## src/rtl/trivium_stream_pkg.sv

```systemverilog
// ----------------------------------------------------------------------------
// trivium_stream_pkg
// Shared constants, FSM state type and helpers for the Trivium keystream
// generator slice (trivium_stream top, trivium_round step).
// No ports: imported by the other files with import trivium_stream_pkg::*.
// ----------------------------------------------------------------------------
package trivium_stream_pkg;

   // Algorithm-fixed sizes and the default initialisation length
   localparam int KEY_WIDTH   = 80;
   localparam int IV_WIDTH    = 80;
   localparam int TRIV_STATE  = 288;
   localparam int TRIV_WARMUP = 1152;

   typedef enum logic [1:0] {
      IDLE,
      WARMUP,
      GEN,
      DONE
   } trivium_fsm_t;

   // Word widths the datapath is allowed to be built with
   function automatic bit isLegalWordW(input int w);
      return (w == 1) || (w == 2) || (w == 4) || (w == 8) ||
             (w == 16) || (w == 32) || (w == 64);
   endfunction

   // Initial state: bit i of the vector holds s(i+1).
   // Key fills s1..s80, IV fills s94..s173, s286..s288 are set.
   function automatic logic [TRIV_STATE-1:0] loadState(
      input logic [KEY_WIDTH-1:0] keyIn,
      input logic [IV_WIDTH-1:0]  ivIn
   );
      logic [TRIV_STATE-1:0] s;
      s                  = '0;
      s[KEY_WIDTH-1:0]   = keyIn;
      s[93 +: IV_WIDTH]  = ivIn;
      s[287:285]         = 3'b111;
      return s;
   endfunction

endpackage

```

## src/rtl/trivium_stream_round.sv

```systemverilog
// ----------------------------------------------------------------------------
// trivium_round
// One combinational Trivium step: produces the keystream bit of the current
// state and the shifted/updated next state.
// Ports:
//   st_i  in   TRIV_STATE  current state, bit i = s(i+1)
//   st_o  out  TRIV_STATE  state after one step
//   z_o   out  1           keystream bit of this step
// ----------------------------------------------------------------------------
module trivium_round
   import trivium_stream_pkg::*;
(
   input  logic [TRIV_STATE-1:0] st_i,
   output logic [TRIV_STATE-1:0] st_o,
   output logic                  z_o
);

   logic t1;
   logic t2;
   logic t3;

   // The output bit uses the linear taps only; the feedback terms then add
   // the AND taps and cross-register taps before each register takes its
   // new head bit and shifts up by one.
   always_comb begin
      t1   = st_i[65]  ^ st_i[92];
      t2   = st_i[161] ^ st_i[176];
      t3   = st_i[242] ^ st_i[287];
      z_o  = t1 ^ t2 ^ t3;
      t1   = t1 ^ (st_i[90]  & st_i[91])  ^ st_i[170];
      t2   = t2 ^ (st_i[174] & st_i[175]) ^ st_i[263];
      t3   = t3 ^ (st_i[285] & st_i[286]) ^ st_i[68];
      st_o = {st_i[286:177], t2, st_i[175:93], t1, st_i[91:0], t3};
   end

endmodule

```

## src/rtl/trivium_stream.sv

```systemverilog
// ----------------------------------------------------------------------------
// trivium_stream
// Trivium keystream generator producing WORD_W bits per cycle after a
// configurable warm-up, for a requested number of words, with a valid/ready
// output handshake and abort.
// Ports:
//   clk        in   1          clock
//   rst        in   1          synchronous active-high reset
//   start      in   1          begin a run (sampled only in IDLE)
//   key        in   KEY_WIDTH  key, sampled with start
//   iv         in   IV_WIDTH   IV, sampled with start
//   num_words  in   NWORDS_W   words to emit, sampled with start
//   abort      in   1          end the current run, back to IDLE
//   out_data   out  WORD_W     keystream word, bit0 is the earliest z
//   out_valid  out  1          out_data valid
//   out_ready  in   1          consumer accepts the word
//   busy       out  1          high outside IDLE
//   done       out  1          one-cycle pulse after the last accepted word
// ----------------------------------------------------------------------------
module trivium_stream
   import trivium_stream_pkg::*;
#(
   parameter int WORD_W        = 8,
   parameter int WARMUP_ROUNDS = TRIV_WARMUP,
   parameter int NWORDS_W      = 16
) (
   input  logic                 clk,
   input  logic                 rst,
   input  logic                 start,
   input  logic [KEY_WIDTH-1:0] key,
   input  logic [IV_WIDTH-1:0]  iv,
   input  logic [NWORDS_W-1:0]  num_words,
   input  logic                 abort,
   output logic [WORD_W-1:0]    out_data,
   output logic                 out_valid,
   input  logic                 out_ready,
   output logic                 busy,
   output logic                 done
);

   localparam int WARMUP_CYCLES = WARMUP_ROUNDS / WORD_W;
   localparam int WCNT_W        = (WARMUP_CYCLES > 1) ? $clog2(WARMUP_CYCLES) : 1;

   // Reject word widths the datapath does not support and warm-up lengths
   // that would not end on a cycle boundary.
   if (!isLegalWordW(WORD_W) || (WARMUP_ROUNDS < 0) || ((WARMUP_ROUNDS % WORD_W) != 0)) begin : g_badParams
      $error("trivium_stream: illegal WORD_W=%0d / WARMUP_ROUNDS=%0d", WORD_W, WARMUP_ROUNDS);
   end

   trivium_fsm_t          fsm_q, fsm_d;
   logic [TRIV_STATE-1:0] st_q, st_d;
   logic [NWORDS_W-1:0]   wordCnt_q, wordCnt_d;
   logic [NWORDS_W-1:0]   numWords_q, numWords_d;
   logic [WCNT_W-1:0]     warmCnt_q, warmCnt_d;

   logic [TRIV_STATE-1:0] chain [0:WORD_W];
   logic [WORD_W-1:0]     zWord;

   // WORD_W steps chained in one cycle; step j supplies keystream bit j.
   assign chain[0] = st_q;

   for (genvar j = 0; j < WORD_W; j++) begin : g_round
      trivium_round u_round (
         .st_i (chain[j]),
         .st_o (chain[j+1]),
         .z_o  (zWord[j])
      );
   end

   // State register with synchronous reset; reset wins over everything.
   always_ff @(posedge clk) begin
      if (rst) begin
         fsm_q      <= IDLE;
         st_q       <= '0;
         wordCnt_q  <= '0;
         numWords_q <= '0;
         warmCnt_q  <= '0;
      end else begin
         fsm_q      <= fsm_d;
         st_q       <= st_d;
         wordCnt_q  <= wordCnt_d;
         numWords_q <= numWords_d;
         warmCnt_q  <= warmCnt_d;
      end
   end

   // Next-state logic. The state only advances during warm-up and on an
   // accepted word, so a stalled word stays on out_data. Abort overrides
   // whatever the current state decided, including a same-cycle handshake,
   // and wipes the key material.
   always_comb begin
      fsm_d      = fsm_q;
      st_d       = st_q;
      wordCnt_d  = wordCnt_q;
      numWords_d = numWords_q;
      warmCnt_d  = warmCnt_q;

      unique case (fsm_q)
         IDLE: begin
            if (start) begin
               if (num_words != '0) begin
                  st_d       = loadState(key, iv);
                  numWords_d = num_words;
                  wordCnt_d  = '0;
                  warmCnt_d  = '0;
                  fsm_d      = (WARMUP_CYCLES == 0) ? GEN : WARMUP;
               end else begin
                  fsm_d = DONE;
               end
            end
         end
         WARMUP: begin
            st_d      = chain[WORD_W];
            warmCnt_d = warmCnt_q + 1'b1;
            if (warmCnt_q == WCNT_W'(WARMUP_CYCLES - 1)) begin
               fsm_d = GEN;
            end
         end
         GEN: begin
            if (out_ready) begin
               st_d      = chain[WORD_W];
               wordCnt_d = wordCnt_q + 1'b1;
               if (wordCnt_d == numWords_q) begin
                  fsm_d = DONE;
               end
            end
         end
         DONE: begin
            st_d      = '0;
            wordCnt_d = '0;
            fsm_d     = IDLE;
         end
         default: begin
            fsm_d = IDLE;
         end
      endcase

      if ((fsm_q != IDLE) && abort) begin
         fsm_d     = IDLE;
         st_d      = '0;
         wordCnt_d = '0;
         warmCnt_d = '0;
      end
   end

   // Outputs decode the registered state only; out_data is forced to zero
   // outside GEN so nothing of the internal state leaks while idle.
   always_comb begin
      out_valid = (fsm_q == GEN);
      busy      = (fsm_q != IDLE);
      done      = (fsm_q == DONE);
      out_data  = (fsm_q == GEN) ? zWord : '0;
   end

endmodule

```

## config.mk

```make
export PLATFORM = sky130hd
export DESIGN_NAME = trivium_stream
export DESIGN_NICKNAME = d
export VERILOG_FILES = /design/src/rtl/trivium_stream_pkg.sv /design/src/rtl/trivium_stream_round.sv /design/src/rtl/trivium_stream.sv
export SDC_FILE = /design/constraint.sdc
export NUM_CORES = 1
export LEC_CHECK = 0
export CAP_MARGIN = 10
export CORE_MARGIN = 2
export CORE_UTILIZATION = 50
export CTS_BUF_LIST = sky130_fd_sc_hd__clkbuf_16
export CTS_CLUSTER_DIAMETER = 80
export DETAILED_ROUTE_END_ITERATION = 6
export GPL_ROUTABILITY_DRIVEN = 0
export PLACE_DENSITY = 0.68
export SYNTH_ARGS = -nofsm -noshare
export SYNTH_HDL_FRONTEND = slang
export SYNTH_HIERARCHICAL = 1
export SYNTH_SLANG_ARGS = --single-unit
```

## constraint.sdc

```tcl
create_clock -name clk -period 6.62 [get_ports clk]
set_input_delay 1.324 -clock clk [delete_from_list [all_inputs] [get_ports clk]]
set_output_delay 1.324 -clock clk [all_outputs]
set_load 0.02 [all_outputs]
```

## Yosys cells after proc, flatten, opt, wreduce, memory -nomap -nowiden

Cells that the tools add are included.
W data, S select, Z words.

| word-level totals | value |
|---|---|
| logic and storage cells | 159 |
| register bits | 330 |
| bits of input ports | 181 |

| cells by class | value |
|---|---|
| bitwise operators | 112 |
| reduce and logical (&&, ||, !) cells | 12 |
| eq/ne operators | 10 |
| muxes and demuxes | 18 |
| $add $sub $neg | 2 |

Operators by type and width:

| cell | count |
|---|---|
| $pmux W288 S4 | 1 |
| $mux W288 | 3 |
| $xor A1 B1 Y1 | 88 |
| $mux W16 | 3 |
| $pmux W16 S3 | 1 |
| $and A1 B1 Y1 | 24 |
| $mux W8 | 3 |
| $add A16 B1 Y16 const B | 1 |
| $eq A16 B16 Y1 | 1 |
| $pmux W8 S2 | 1 |
| $reduce_bool A16 Y1 | 1 |
| $mux W2 | 5 |
| $reduce_and A3 Y1 | 3 |
| $add A8 B1 Y8 const B | 1 |
| $eq A8 B8 Y1 const B | 1 |
| $pmux W2 S4 | 1 |
| $reduce_and A4 Y1 | 2 |
| $ne A2 B2 Y1 const B | 3 |
| $eq A2 B2 Y1 const B | 2 |
| $ne A2 B1 Y1 const B | 2 |
| $reduce_bool A2 Y1 | 2 |
| $reduce_bool A3 Y1 | 1 |
| $eq A2 B1 Y1 const B | 1 |
| $logic_not A2 Y1 | 1 |
| 2 further kinds | 2 |

## Depth between registers and ports, before layout

| depth | value |
|---|---|
| depth in word-level cells | 5 |
| depth in mapped cells | 12 |

## Modules after synthesis

Netlist, hierarchy kept.

Modules (own cells, without submodules):

| module | area each (sq um) | cells an instance | sequential area each (sq um) | times used |
|---|---|---|---|---|
| trivium_round | 2308.5 | 298 | 0.0 | 8 |
| trivium_stream | 13450.4 | 1617 | 6606.3 | 1 |

## Worst setup path before layout

OpenSTA, ideal clock, no wires.

| timing path | value |
|---|---|
| kind | register to output |
| start | reg st_q[169] |
| end | out out_data[7] |
| path buffers | 7 |
| data arrival time | 1.907 ns |
| stages on the path, launching flop included | 11 |
| slack | 3.389 ns |
| data required time | 5.296 ns |
| cells stage by stage | dfxtp_1 -> buf_4 -> buf_4 -> buf_4 -> buf_4 -> buf_4 -> buf_4 -> buf_4 -> xnor2_2 -> xnor3_1 -> and2_1 |

| on the way | value |
|---|---|
| word-level cells in the longest chain between the ends | 4 |

Ends and longest elaborated chain:

| item | RTL line | RTL |
|---|---|---|
| start, declared | trivium_stream.sv:51 | `logic [TRIV_STATE-1:0] st_q, st_d;` |
| start signal, assigned | trivium_stream.sv:80 | `st_q <= st_d;` |
| $xor A1 B1 Y1 | trivium_stream_round.sv:27 | `t2 = st_i[161] ^ st_i[176];` |
| $xor A1 B1 Y1 (2 in series) | trivium_stream_round.sv:29 | `z_o = t1 ^ t2 ^ t3;` |
| via zWord[7] | trivium_stream.sv:57 | `logic [WORD_W-1:0] zWord;` |
| $mux W8 | trivium_stream.sv:152 | `out_data = (fsm_q == GEN) ? zWord : '0;` |
| end, declared | trivium_stream.sv:34 | `output logic [WORD_W-1:0] out_data,` |

The timed path passes the listed nets, and every way through them passes these cells.

## Final worst setup path

| timing path | value |
|---|---|
| start | in num_words[3] |
| end | reg wordCnt_q[9] |

| on the way | value |
|---|---|
| word-level cells in the longest chain between the ends | 3 |

Ends and longest elaborated chain:

| item | RTL line | RTL |
|---|---|---|
| start, declared | trivium_stream.sv:32 | `input logic [NWORDS_W-1:0] num_words,` |
| $reduce_bool A16 Y1 | trivium_stream.sv:101 | `if (num_words != '0) begin` |
| $ne A2 B2 Y1 (no line) | - |  |
| $reduce_and A4 Y1 (no line) | - |  |
| end signal, assigned | trivium_stream.sv:81 | `wordCnt_q <= wordCnt_d;` |
| end, declared | trivium_stream.sv:52 | `logic [NWORDS_W-1:0] wordCnt_q, wordCnt_d;` |

No other way between the ends.
A chain may end at the register's enable or synchronous reset.

==> results.sh <==
export IMPL_die_w_um=257
export IMPL_cts_sinks=330
export IMPL_initial_core_util=0.506
export IMPL_startpoint_type="primary input"
export IMPL_worst_pin_slew_ns=1.06
export IMPL_clockRootBuffer="clkbuf_16"
export IMPL_power_density_nw_per_um2=364
export IMPL_ys_flop_type="dfxtp_1"
export IMPL_multi_input_comb_area_um2=7330
export IMPL_setup_ws_ns=2.62
export IMPL_worstRegToRegCells=7
export IMPL_min_period_ns=4.00
export IMPL_hold_end="st_q[247]"
export IMPL_min_from="st_q[247]"
export IMPL_outcome="finished clean"
export IMPL_cts_buffers=31
export IMPL_fmax_mhz=250
export IMPL_netlist_instances=4001
export IMPL_crit_fanout=66
export IMPL_area_growth_pct=-43.4
export IMPL_holdPathStages=2
export IMPL_synth_top_area_share=0.542
export IMPL_postCtsHoldBufs=0
export IMPL_worstReg2RegStart="fsm_q[0]"
export IMPL_hpwl_mm=28.0
export IMPL_fin_tns_setup_ns=0
export IMPL_viasPerCell=4.85
export IMPL_regArea_um2=6610
export IMPL_total_power_w=0.00658
export IMPL_path_clk_slew_ns=0.07
export IMPL_grt_max_degree=226
export IMPL_fin_crit_sh=0.604
export IMPL_layout_commonest_cell="dfxtp_1"
export IMPL_grt_pass1_wl_mm=66.3
export IMPL_track_usage=0.123
export IMPL_post_drt_wl_per_cell_um=16.3
export IMPL_relSlewSlack=0.290
export IMPL_synth_cell_types=54
export IMPL_holdCritPathClass="flip-flop to flip-flop"
export IMPL_dp_slack_ns=2.01
export IMPL_power_leakage_nw=6.31
export IMPL_cap_violations=0
export IMPL_ios=192
export IMPL_antenna_found_initial=1
export IMPL_synth_seq_cells=330
export IMPL_ys_seq_area_frac=0.207
export IMPL_dieArea_um2=65900
export IMPL_yosys_top_cells_area="buf_4 54%, dfxtp_1 21%, a221oi_1 4.4%, nor3_1 2.6%, a21oi_1 2.5%"
export IMPL_drtPass1Iterations=5
export IMPL_synthesis_area_um2=31900
export IMPL_required_ns=7.09
export IMPL_port_buffers=191
export IMPL_rsz0062_at_grt="no"
export IMPL_vias=12800
export IMPL_critPathKind="primary input to flip-flop"
export IMPL_wl_mm=42.9
export IMPL_rows=92
export IMPL_htreeDepth=1
export IMPL_synth_fp_nets=4188
export IMPL_r2r_slack_ns=3.13
export IMPL_yosysTopAreaCell="buf_4"
export IMPL_detail_route_antenna_nets=0
export IMPL_post_cts_resized=0
export IMPL_finalHoldViolations=0
export IMPL_final_util=0.286
export IMPL_slew_violations=0
export IMPL_fin_nets=1953
export IMPL_peakVddDrop_uv=275
export IMPL_synth_edf_count=0
export IMPL_synthArstFlopShare=0
export IMPL_end_kind="flip-flop"
export IMPL_setup_violations=0
export IMPL_fillers=6766
export IMPL_first_iter_violations=1117
export IMPL_antennaDiodeCount=0
export IMPL_grt_pass1_vias=11900
export IMPL_timing_rr_end="wordCnt_q[9]"
export IMPL_core_um2=63100
export IMPL_insertion_delay_ns=0.57
export IMPL_yosysWarnings=6
export IMPL_skew_ns=0.0184
export IMPL_final_cell_mix="330 x dfxtp_1, 191 x clkdlybuf4s50_1, 182 x nand2_1, 182 x nor2_1, 168 x nor3_1"
export IMPL_die_h_um=257
export IMPL_synth_avg_cell_area_um2=7.98
export IMPL_drive_gt1_frac=0.0441
export IMPL_gr_total_overflow=0
export IMPL_drc=0
export IMPL_ctsLongestPathBuffers=3
export IMPL_crit_arrival_ns=4.47
export IMPL_cts_tree="yes"
export IMPL_post_cts_setup_buffers=0
[critical path, cell delays in order]
cell and delay [ns]:
clkdlybuf4s50_1 0.48, nor4_1 0.07, a41oi_1 0.20, buf_4 0.28, o21a_4 0.70, and2_1 0.86
o21ai_0 0.22, a311oi_1 0.30
[synthesized netlist by cell type, types with 5 or more instances]
master,count
o211ai_1,5
xor3_1,24
a211oi_1,6
nor3_1,168
nor4_1,8
inv_1,6
xnor2_2,16
a221oi_1,159
nand2b_1,5
xnor3_1,8
nand3_1,152
nand2_1,182
and2_1,12
dfxtp_1,330
xor2_1,7
clkbuf_1,99
xnor2_1,26
a31oi_1,5
nor2_1,182
ha_1,6
nand4_1,5
buf_4,2304
a21oi_1,157
buf_2,53
o21ai_0,8
a311oi_1,11
buf_1,16
[how the worst max path moves through the flow]
stage / slack (ns) / from / to
floorplan: 3.39 / st_q[169] / out_data[7]
global placement: 2.01 / num_words[4] / wordCnt_q[14]
detailed placement: 2.01 / num_words[3] / wordCnt_q[14]
CTS: 2.59 / num_words[3] / wordCnt_q[14]
global route: 2.31 / num_words[6] / wordCnt_q[14]
finish: 2.62 / num_words[3] / wordCnt_q[9]
[sequential cells by signal, indices dropped and copies added, names as in the netlist]
| register | flops |
|---|---|
| fsm_q | 2 |
| numWords_q | 16 |
| warmCnt_q | 8 |
| wordCnt_q | 16 |
| st_q | 288 |
[per-stage QoR]
step / cells / instance area [um^2] / hold slack [ns]
floorplan: 4001 / 31900 / 0.432
global placement: 2579 / 17100 / 0.439
detailed placement: 2579 / 17100 / 0.444
CTS: 2637 / 18100 / 0.453
global route: 2637 / 18100 / 0.469
finish: 2637 / 18100 / 0.451
[layout make-up]
class,instances,share of cell area
multi-input combinational,1192,0.406
inverter,7,0.00145
clock inverter,27,0.0110
clock buffer,31,0.0430
timing repair buffer,204,0.114
sequential,330,0.366
tap,846,0.0586
[kinds of logic after synthesis]
group,Yosys count,synth area share
buf+inv,2479,0.565
simple gates,735,0.104
compound gates,368,0.0806
flops,330,0.207
xor+xnor,81,0.0407
fa+ha+maj,6,0.00235
mux,2,0.000627
[where the power goes]
group          internal [W]  switching, W
Sequential          0.00231      0.000262
Combinational      0.000868       0.00139
Clock              0.000965      0.000784
Total               0.00414       0.00244
[layer usage]
| metal | share of wire | track usage | wire [um] | up-vias |
|---|---|---|---|---|
| met5 | 0.00023 | 0 | 10 | - |
| met3 | 0.047 | 0.0161 | 2030 | 55 |
| li1 | - | - | - | 6275 |
| met1 | 0.46 | 0.171 | 19900 | 6132 |
| met4 | 0.025 | 0.0388 | 1090 | 2 |
| met2 | 0.46 | 0.197 | 19900 | 329 |
No activity file was read; power rests on OpenSTA's default activity.
